**src/rtl/alu_addsub_seq.sv**
```systemverilog
// ---------------------------------------------------------------------------
// alu_addsub_seq
//
// Multi-cycle add/subtract unit for the ALU datapath. The carry chain is
// broken into WIDTH/SLICE slices and one slice is added per clock, so the
// critical path is a single SLICE-bit ripple regardless of WIDTH.
//
// Arithmetic:
//    add : out = a + b + cin
//    sub : out = a - b - cin, formed as a + ~b + !cin
//    results wrap modulo 2^WIDTH
//
// Parameters:
//    WIDTH    operand/result width, must be a multiple of SLICE
//    SLICE    bits added per clock, 1 <= SLICE <= WIDTH
//
// Ports:
//    clk       clock, all state changes on the rising edge
//    rst       asynchronous active-high reset, aborts any operation
//    start     request, only looked at while idle
//    sub       0 = add, 1 = subtract (sampled with start)
//    cin       carry-in for add, borrow-in for sub (sampled with start)
//    a, b      operands (sampled with start)
//    busy      high while an operation is in flight
//    done      one-cycle pulse, result and flags valid from this cycle
//    out       result register
//    carry     raw carry out of the MSB (for sub: 1 = no borrow)
//    overflow  signed overflow (carry into MSB xor carry out of MSB)
//    zero      high when out == 0
//
// Timing: a start accepted on edge T keeps busy high through edge T+NS-1;
// the last slice is added on edge T+NS, which also loads out and the flags
// and raises done for one cycle. The unit is idle again in the done cycle,
// so a start held there is accepted on the following edge.
// ---------------------------------------------------------------------------
module alu_addsub_seq #(
   parameter int WIDTH = 16,
   parameter int SLICE = 4
) (
   input  logic             clk,
   input  logic             rst,
   input  logic             start,
   input  logic             sub,
   input  logic             cin,
   input  logic [WIDTH-1:0] a,
   input  logic [WIDTH-1:0] b,
   output logic             busy,
   output logic             done,
   output logic [WIDTH-1:0] out,
   output logic             carry,
   output logic             overflow,
   output logic             zero
);

   // Number of slices and the widths needed to index them.
   localparam int NS = WIDTH / SLICE;
   localparam int KW = (NS > 1) ? $clog2(NS) : 1;
   localparam int PW = $clog2(WIDTH) + 1;

   localparam logic [KW-1:0]    K_LAST     = KW'(NS - 1);
   localparam logic [WIDTH-1:0] SLICE_MASK = WIDTH'({SLICE{1'b1}});

   // Controller states.
   localparam logic IDLE = 1'b0;
   localparam logic RUN  = 1'b1;

   logic             state;
   logic [KW-1:0]    k;
   logic [WIDTH-1:0] op_a;
   logic [WIDTH-1:0] op_b;
   logic             chain_c;
   logic [WIDTH-1:0] shadow;

   logic [PW-1:0]    pos;
   logic [SLICE-1:0] slice_a;
   logic [SLICE-1:0] slice_b;
   logic [SLICE:0]   slice_sum;
   logic [WIDTH-1:0] shadow_next;
   logic             last_slice;
   logic             msb_carry_in;
   logic             accept;

   assign accept = (state == IDLE) && start;

   // Slice datapath. The active slice is selected by shifting the operand
   // registers down by k*SLICE rather than with an indexed part-select, and
   // the slice sum is merged back into the shadow register with a mask.
   // The carry into the MSB is recovered from the MSB sum bit: for a full
   // adder sum = a ^ b ^ cin, so cin = sum ^ a ^ b. This works for every
   // SLICE including SLICE = 1, where the MSB is the whole slice.
   always_comb begin
      pos          = PW'(k) * PW'(SLICE);
      slice_a      = SLICE'(op_a >> pos);
      slice_b      = SLICE'(op_b >> pos);
      slice_sum    = {1'b0, slice_a} + {1'b0, slice_b} + {{SLICE{1'b0}}, chain_c};
      shadow_next  = (shadow & ~(SLICE_MASK << pos))
                   | (WIDTH'(slice_sum[SLICE-1:0]) << pos);
      last_slice   = (k == K_LAST);
      msb_carry_in = slice_sum[SLICE-1] ^ slice_a[SLICE-1] ^ slice_b[SLICE-1];
   end

   // Controller: IDLE accepts a request, RUN walks k over the slices and
   // returns to IDLE on the edge that processes the last slice. busy and
   // done are registered here so neither depends on the inputs
   // combinationally. A start seen during RUN is simply not looked at.
   always_ff @(posedge clk or posedge rst) begin
      if (rst) begin
         state <= IDLE;
         k     <= '0;
         busy  <= 1'b0;
         done  <= 1'b0;
      end else begin
         done <= 1'b0;
         case (state)
            IDLE: begin
               if (accept) begin
                  state <= RUN;
                  k     <= '0;
                  busy  <= 1'b1;
               end
            end
            RUN: begin
               if (last_slice) begin
                  state <= IDLE;
                  k     <= '0;
                  busy  <= 1'b0;
                  done  <= 1'b1;
               end else begin
                  k <= k + 1'b1;
               end
            end
            default: begin
               state <= IDLE;
               k     <= '0;
               busy  <= 1'b0;
            end
         endcase
      end
   end

   // Operand capture and carry chain. Subtraction is folded into addition
   // here: B is inverted and the borrow-in becomes an inverted carry-in, so
   // the slice adder never needs to know which operation is running.
   always_ff @(posedge clk or posedge rst) begin
      if (rst) begin
         op_a    <= '0;
         op_b    <= '0;
         chain_c <= 1'b0;
      end else if (accept) begin
         op_a    <= a;
         op_b    <= sub ? ~b : b;
         chain_c <= sub ? ~cin : cin;
      end else if (state == RUN) begin
         chain_c <= slice_sum[SLICE];
      end
   end

   // Shadow register collecting slice sums while the operation runs. Its
   // contents are only meaningful on the completion edge, where they are
   // copied into out together with the last slice.
   always_ff @(posedge clk or posedge rst) begin
      if (rst) begin
         shadow <= '0;
      end else if (state == RUN) begin
         shadow <= shadow_next;
      end
   end

   // Architectural result and flags. These hold the previous result for
   // the whole of RUN and change only on the edge that finishes the last
   // slice, so a consumer may read them at any time outside of done.
   always_ff @(posedge clk or posedge rst) begin
      if (rst) begin
         out      <= '0;
         carry    <= 1'b0;
         overflow <= 1'b0;
         zero     <= 1'b0;
      end else if ((state == RUN) && last_slice) begin
         out      <= shadow_next;
         carry    <= slice_sum[SLICE];
         overflow <= msb_carry_in ^ slice_sum[SLICE];
         zero     <= (shadow_next == '0);
      end
   end

endmodule

```
**config.mk**
```make
export PLATFORM = sky130hd
export DESIGN_NAME = alu_addsub_seq
export DESIGN_NICKNAME = d
export VERILOG_FILES = /design/src/rtl/alu_addsub_seq.sv
export SDC_FILE = /design/constraint.sdc
export NUM_CORES = 1
export LEC_CHECK = 0
export BUFFER_PORTS_ARGS = -buffer_cell sky130_fd_sc_hd__buf_2
export CAP_MARGIN = 20
export CORE_MARGIN = 3
export CORE_UTILIZATION = 35
export DETAILED_ROUTE_END_ITERATION = 10
export PLACE_DENSITY_LB_ADDON = 0.15
export SLEW_MARGIN = 20
export SYNTH_ARGS = -nofsm -noshare
export SYNTH_HDL_FRONTEND = slang
export SYNTH_SLANG_ARGS = --single-unit
export TNS_END_PERCENT = 5
```
**constraint.sdc**
```tcl
create_clock -name clk -period 9.6 [get_ports clk]
set_clock_uncertainty 0.2 [all_clocks]
set_input_delay 1.92 -clock clk [delete_from_list [all_inputs] [get_ports clk]]
set_output_delay 1.92 -clock clk [all_outputs]
set_load 0.05 [all_outputs]
```
==> Word-level counts from Yosys, hierarchy flattened <==
Index checks and enable logic that the tools add are counted.
{ "word_totals": {"reg_bits": 73, "out_inout_bits": 21, "elab_cells": 51} }
{ "classes": {"addsub": 3, "eq_ne": 3, "shift": 4, "mux": 15, "n_bitwise": 9, "reduce_logical": 5} }
{ "ops": {"columns": ["operator", "n"], "rows": [
  ["$not 16->16", 2],
  ["$shr 16x4->4", 2],
  ["$and 16x16->16", 1],
  ["$logic_not 16->1", 1],
  ["$mux 16", 1],
  ["$or 16x16->16", 1],
  ["$shl 4x4->16", 1],
  ["$shl 4x4->16 const A", 1],
  ["$mux 1", 9],
  ["$add 4x4->5", 1],
  ["$add 5x1->5", 1],
  ["$mux 2", 2],
  ["$pmux 1 s2", 2],
  ["$pmux 2 s2", 1],
  ["$xor 1x1->1", 3],
  ["$add 2x1->2 const B", 1],
  ["$eq 2x2->1 const B", 1],
  ["$logic_and 1x1->1", 2],
  ["$ne 2x1->1 const B", 1],
  ["$ne 2x2->1 const B", 1],
  ["$not 1->1", 2],
  ["$reduce_and 2->1", 1],
  ["$reduce_bool 2->1", 1]
]} }

==> Logic depth before layout (Yosys ltp) <==
Gate-level depths: netlist of the first run.
{ "depth": {"depth_word": 6, "ltp_mapped": 11, "ltp_nobuf": 9} }

==> Worst setup path before layout of the first run <==
No wires, ideal clock.
{ "synth_path": {"path_kind": "register to register", "from": "register k[0]", "to": "register zero", "arrival_time_ns": 2.705, "required_ns": 9.279, "path_slack_ns": 6.574, "path_stages_with_launch": 12, "path_buffers": 2, "path_cell_list": "dfrtp_1 -> buf_6 -> buf_2 -> mux4_2 -> fa_1 -> inv_1 -> fa_1 -> inv_1 -> a22oi_1 -> nand4_1 -> nor4_1 -> a22o_1"} }
{ "synth_between": {"elab_chain_len": 6} }
{ "synth_rtl": {"columns": ["element", "line_no", "source"], "rows": [
  ["start: declaration", "68", "logic [KW-1:0] k;"],
  ["start signal: assignment", "129", "k <= k + 1'b1;"],
  ["$shr 16x4->4 (on tied branches)", "93, 94", null],
  ["$add 4x4->5", "95", "slice_sum = {1'b0, slice_a} + {1'b0, slice_b} + {{SLICE{1'b0}}, chain_c};"],
  ["$add 5x1->5", "95", null],
  ["$shl 4x4->16", "97", "| (WIDTH'(slice_sum[SLICE-1:0]) << pos);"],
  ["$or 16x16->16", "97", null],
  ["$logic_not 16->1", "182", "zero <= (shadow_next == '0);"],
  ["end signal: assignment", "182", null],
  ["end: declaration", "52", "output logic zero"]
]} }
Parallel ways exist; a longest one is shown, timed or not.
A chain may end at the register's enable or synchronous reset.

==> Final worst setup path of the first run <==
Same ends and word-level chain as after synthesis.

==> summary.md, run 1 <==
| Metric | Value |
|---|---|
| Top_reg_cell synth | `dfrtp_1` |
| RSZ-0062 raised after global routing | `no` |
| Crit path to | `zero` |
| RR Endpoint | `zero` |
| Vias | `2,311` |
| Initial core utilization | `0.371` |
| Syn nets | `~350` |
| Setup TNS | `0 ns` |
| TritonRoute pass-1 iters | `4` |
| Main area contributors after synthesis | `dfrtp_1 (52%), mux2_2 (6.1%), o21ai_0 (5.1%)` |
| Die Height | `103 um` |
| Asr flop ratio synth | `1.00` |
| Pin count of the biggest net entering global routing | `70` |
| Fin crit period | `3.51 ns` |
| Pins Over Slew Limit | `0` |
| Syn Inst Count | `about 310` |
| Synth Warn # | `0` |
| CP Launch Type | `flip-flop` |
| DRT antenna net count | `0` |
| Reg-to-Reg Start | `k[0]` |
| Max cap viols | `0` |
| Critical path required time | `about 9.7 ns` |
| #FFs+latches synth | `a little under 70` |
| Placer Congestion | `roughly 0.77` |
| Top achievable clock speed | `0.285 GHz` |
| Worst R2R Path Depth | `9` |
| Worst-Skew Late Latency | `0.35 ns` |
| Mean Syn Cell Area | `10.9 um^2` |
| Final setup viols | `0` |
| Placed insts | `between 400 and 500` |
| Vias in the first global route | `2,335` |
| Initial antenna violation count | `0` |
| Final Instance Area | `~0.0039 mm^2` |
| DPL Wire Length | `4.97 mm` |
| Cell taking the most area after synthesis | `dfrtp_1` |
| Worst slew margin | `0.352` |
| Routed WL | `about 7 mm` |
| CP Capture Type | `flip-flop` |
| Core footprint | `approximately 0.009 mm^2` |
| Wirelength per Cell | `14.4 um` |
| Worst-margin pin slew | `just under 1 ns` |
| CP Max Fanout | `17` |
| # hold bufs at CTS | `0` |
| GRT overflow | `0` |
| Die ar. | `between 0.01 and 0.015 mm^2` |
| Fin nets | `around 400` |
| Critical path class | `flip-flop to flip-flop` |
| CTS HTree Levels | `3` |
| Area of the mapped netlist | `0.00333 mm^2` |
| Critical path data arrival time | `3.59 ns` |
| Clock sink total | `between 60 and 70` |
| Post-synth EDFFs | `0` |
| Hold WC Path Type | `flip-flop to flip-flop` |
| R2R setup slack | `approximately 6.1 ns` |
| CTS resizes | `0` |
| CTS tree | `done` |
| Setup Fix Bufs, Post-CTS | `0` |
| Total Routing Usage GR | `0.145` |
| PortBufs | `57` |
| Most common cell after layout, fill and taps aside | `dfrtp_1` |
| Fin cells | `between 400 and 500` |
| Seq/Total Area, Yosys | `0.519` |
| Area delta synth->final | `17.8%` |
| Filler cells | `868` |
| Root Buffer | `clkbuf_8` |
| First-pass GRT wire length | `about 12 mm` |
| Final hold violation count | `0` |
| Final worst-path cycle share | `0.365` |
| # rows | `34` |
| DRC errors left | `0` |
| Most frequent cells in the layout | `dfrtp_1 (69), buf_2 (57), nand2_1 (41)` |
| Chip width | `~100 um` |
| Share of layout cells above drive strength 1 | `0.285` |
| ANT cells | `0` |
| Dpl cell area | `0.00369 mm^2` |
| Synth cell types | `42` |
| Clk pin slew, worst setup/hold paths | `~0.080 ns` |
| Synth top area share | `0.519` |
| Vias per cell | `~4.7` |
| Status | `finished clean` |
| Maximum root-to-sink buffer count | `2` |
| Num CTS Buffers | `9` |
| Initial DRC Count | `100` |
| Crit path from | `k[0]` |
| Number of I/O pins | `58` |
cell usage after synthesis, types with 2 or more instances:
cell and count:
clkbuf_1 10, ha_1 7, a22o_1 3, nor2b_1 4, nand2_1 41, mux2_2 18, a21oi_1 14, nand2b_1 3
and2_1 2, xnor2_1 18, nor2_1 13, fa_1 2, nand4_1 2, dfrtp_1 69, a22oi_1 8, buf_2 6
and3_1 2, mux4_2 7, o21ai_0 34, inv_1 14, a32o_1 2, nand3_1 6
worst min path at each step:
stage | slack (ns) | from | endpoint | depth (start not counted)
after floorplan | 0.24 | op_b[5] | op_b[5] | 2
after global placement | 0.26 | out[6] | out[6] | 2
after detailed placement | 0.27 | op_b[1] | op_b[1] | 2
after CTS | 0.28 | out[14] | out[14] | 2
after global routing | 0.31 | out[3] | out[3] | 2
final | 0.27 | out[0] | out[0] | 2
kinds of logic (layout without fill, tap and decap cells):
group,Yosys count,count (layout),share of synthesized area
simple gates,77,77,0.103
compound gates,71,71,0.127
flops,69,69,0.519
buf+inv,33,89,0.0429
mux,27,27,0.119
xor+xnor,19,19,0.0500
fa+ha+maj,9,9,0.0384
layout make-up:
type / instances / area [um^2] / area share
tap: 126 / 158 / 0.0402
timing repair buffer: 58 / 293 / 0.0747
multi-input combinational: 203 / 1460 / 0.373
clock buffer: 11 / 141 / 0.0361
sequential: 69 / 1730 / 0.441
inverter: 15 / 56.3 / 0.0144
clock inverter: 5 / 82.6 / 0.0211
per-layer routing:
layer | vias up | share of wire | track usage | wire length [um]
met5 | - | 0 | 0 | 0
li1 | 1158 | - | - | -
met1 | 1093 | 0.51 | 0.214 | 3610
met3 | 6 | 0.052 | 0.0409 | 364
met4 | 0 | 0.011 | 0.0448 | 80
met2 | 54 | 0.42 | 0.207 | 2980
critical path: stages, from the launching register on:
cell     delay [ns]
dfrtp_1        0.84
mux4_2         0.61
fa_1           0.45
inv_1          0.09
fa_1           0.24
xnor2_1        0.14
a22oi_1        0.28
nand3_1        0.12
nor4_1         0.32
a22o_1         0.18
metrics by stage:
step / setup WS (ns) / util / hold slack (ns)
after global routing: 5.91 / 0.436 / 0.305
after CTS: 6.12 / 0.436 / 0.283
after floorplan: 5.74 / - / 0.242
final: 6.09 / 0.436 / 0.273
after global placement: 6.12 / 0.411 / 0.258
after detailed placement: 6.12 / 0.411 / 0.267
registers in the layout (all words and copies together), names as in the netlist:
name	flops
op_b	16
done	1
zero	1
overflow	1
state	1
k	2
carry	1
busy	1
out	16
chain_c	1
shadow	12
op_a	16
Power of run 1 is left out: the tool's default activity adds up to more than one toggle a clock period on the data nets, which glitch-free logic cannot reach.
==> run 2, diff against run 1 <==
==> constraint.sdc (replaced) <==
create_clock -name clk -period 3.3 [get_ports clk]
set_clock_uncertainty 0.2 [all_clocks]
set_input_delay 0.66 -clock clk [delete_from_list [all_inputs] [get_ports clk]]
set_output_delay 0.66 -clock clk [all_outputs]
set_load 0.05 [all_outputs]
==> run 2 against run 1 <==
Utilization is 0.75 points higher. Hold slack worse by 0.072 ns. Critical path depth is the same. Sequential cell count unchanged. Final area grew 1.7%. Sequential share of layout area shrank 0.72 points. Clock-buffer cell count did not move. Global-route usage is 0.15 points higher. Maximum frequency increased by 16%. Die area is the same.
==> summary.md, run 2 (synthesis gave the netlist of run 1 again) <==
| Metric | Value |
|---|---|
| TritonRoute pass-1 iters | `4 (unchanged)` |
| Critical path data arrival time | `3.10 ns (-0.49 ns)` |
| First-pass GRT wire length | `11.8 mm (+0.12%)` |
| Final hold violation count | `0 (unchanged)` |
| Worst slew margin | `0.525 (+0.173)` |
| Crit path from | `k[0]` |
| Worst-Skew Late Latency | `0.36 ns (about the same)` |
| DRC errors left | `0 (unchanged)` |
| Vias per cell | `4.69 (-1.1%)` |
| Critical path required time | `3.39 ns (-6.29 ns)` |
| Chip width | `103 um (unchanged)` |
| Final setup viols | `0 (unchanged)` |
| Wirelength per Cell | `14.4 um (+0.13%)` |
| CP Max Fanout | `6 (-11)` |
| PortBufs | `57 (unchanged)` |
| Reg-to-Reg Start | `k[0]` |
| Clk pin slew, worst setup/hold paths | `0.08 ns (about the same)` |
| Worst path max stage delay | `0.55 ns (-0.29 ns)` |
| Share of layout cells above drive strength 1 | `0.302 (+0.0171)` |
| Pin count of the biggest net entering global routing | `40 (-43%)` |
| GRT overflow | `0 (unchanged)` |
| Worst R2R Path Depth | `9 (unchanged)` |
| CTS HTree Levels | `3 (unchanged)` |
| Filler cells | `880 (+1.4%)` |
| Die Height | `103 um (unchanged)` |
| Placer Congestion | `0.820 (+6.9%)` |
| CP max stage cell | `mux4_2` |
| RSZ-0062 raised after global routing | `no` |
| Fin crit period | `3.01 ns (-0.495 ns)` |
| Most frequent cells in the layout | `dfrtp_1 (68), buf_2 (57), nand2_1 (41)` |
| Crit-path cells | `mux4_2 > fa_1 > inv_1 > fa_1 > xnor2_1 > a22oi_1 > nand3_1 > nor4_1 > a22o_1` |
| DPL Wire Length | `5.27 mm (+6.2%)` |
| Initial antenna violation count | `0 (unchanged)` |
| Crit path depth | `9 (unchanged)` |
| ANT cells | `0 (unchanged)` |
| Core footprint | `0.00898 mm^2 (unchanged)` |
| Number of I/O pins | `58 (unchanged)` |
| Status | `finished clean` |
| Pins Over Slew Limit | `0 (unchanged)` |
| Initial core utilization | `0.371 (unchanged)` |
| Max cap viols | `0 (unchanged)` |
| Area delta synth->final | `19.8%` |
| Vias in the first global route | `2,310 (-1.1%)` |
| Initial DRC Count | `116 (+16%)` |
| Top achievable clock speed | `0.332 GHz (+16%)` |
| Maximum root-to-sink buffer count | `2 (unchanged)` |
| Most frequent cell on the critical path | `fa_1` |
| Hold WC Path Type | `input pin to asynchronous set/reset pin` |
| Setup Fix Bufs, Post-CTS | `0 (unchanged)` |
| Top Registers | `op_a x16, op_b x16, out x16` |
| Num CTS Buffers | `9 (unchanged)` |
| CTS tree | `done` |
| Root Buffer | `clkbuf_8` |
| Most common cell after layout, fill and taps aside | `dfrtp_1` |
| CP bufs+invs | `1 (unchanged)` |
| Worst-margin pin slew | `0.712 ns (-0.259 ns)` |
| Top delay family on crit path | `adder cells` |
| Final worst-path cycle share | `0.912 (+0.547)` |
| DRT antenna net count | `0 (unchanged)` |
| CP Capture Type | `flip-flop` |
| Setup TNS | `0 ns (unchanged)` |
| Critical path class | `flip-flop to flip-flop` |
| Clock sink total | `69 (unchanged)` |
| Die ar. | `0.0107 mm^2 (unchanged)` |
| Vias | `2,314 (+0.13%)` |
| Total Routing Usage GR | `0.147 (+0.00150)` |
| Fin nets | `408 (+1.5%)` |
| Routed WL | `7.12 mm (+1.4%)` |
| CP Launch Type | `flip-flop` |
| # rows | `34 (unchanged)` |
run 2: cell count changes in the layout (fill, tap and decap cells not counted):
| cell | previous run | this run |
|---|---|---|
| buf_12 | 0 | 1 |
| buf_4 | 1 | 6 |
| clkbuf_1 | 1 | 0 |
| clkbuf_8 | 10 | 11 |
| clkinv_4 | 1 | 0 |
| clkinvlp_4 | 0 | 1 |
| dfrtp_1 | 69 | 68 |
| dfrtp_2 | 0 | 1 |
run 2: per-layer routing:
layer	GRT usage	vias to the layer above	wire (um)
li1	-	1170	-
met1	0.218	1077	3630
met2	0.202	60	2990
met3	0.0490	7	419
met4	0.0448	0	89
met5	0	-	0
run 2: through the flow:
| step | cells | area (um^2) | hold slack (ns) | utilization | setup slack, ns |
|---|---|---|---|---|---|
| after global routing | 493 | 3990 | 0.260 | 0.444 | 0.0196 |
| final | 493 | 3990 | 0.201 | 0.444 | 0.289 |
| after floorplan | 305 | 3330 | 0.242 | - | 0.274 |
| after CTS | 493 | 3980 | 0.223 | 0.444 | 0.154 |
| after detailed placement | 477 | 3750 | 0.268 | 0.418 | 0.179 |
| after global placement | 477 | 3750 | 0.258 | 0.418 | 0.276 |
run 2: repair_timing:
item | 4_1_cts | 5_1_grt
setup endpoints to repair | 0 | 1
hold buffers | 0 | 0
gates resized for setup | 0 | 1
run 2: layout make-up:
type                    count  area, um^2  area share
clock buffers              11         151      0.0380
clock inverters             5        81.3      0.0204
inverters                  15        56.3      0.0141
multi-input cells         203        1460       0.366
flip-flops and latches     69        1730       0.434
well taps                 126         158      0.0396
repair buffers             64         350      0.0879
run 2: worst reg2reg max path: stages (launching register included):
cell and delay, ns:
dfrtp_2 0.48, mux4_2 0.55, fa_1 0.45, inv_1 0.10
fa_1 0.24, xnor2_1 0.12, a22oi_1 0.26, nand3_1 0.12
nor4_1 0.28, a22o_1 0.16
run 2: path summary, 6_finish.rpt:
path	slack, ns	to
worst max-delay path	0.29	zero
worst max register to register	0.29	zero
min in group clk	0.27	out[4]
max in group asynchronous	2.04	k[0]
worst min register to register	0.27	out[4]
worst min-delay path	0.20	op_a[15]
Power of run 2 is left out for the same reason.
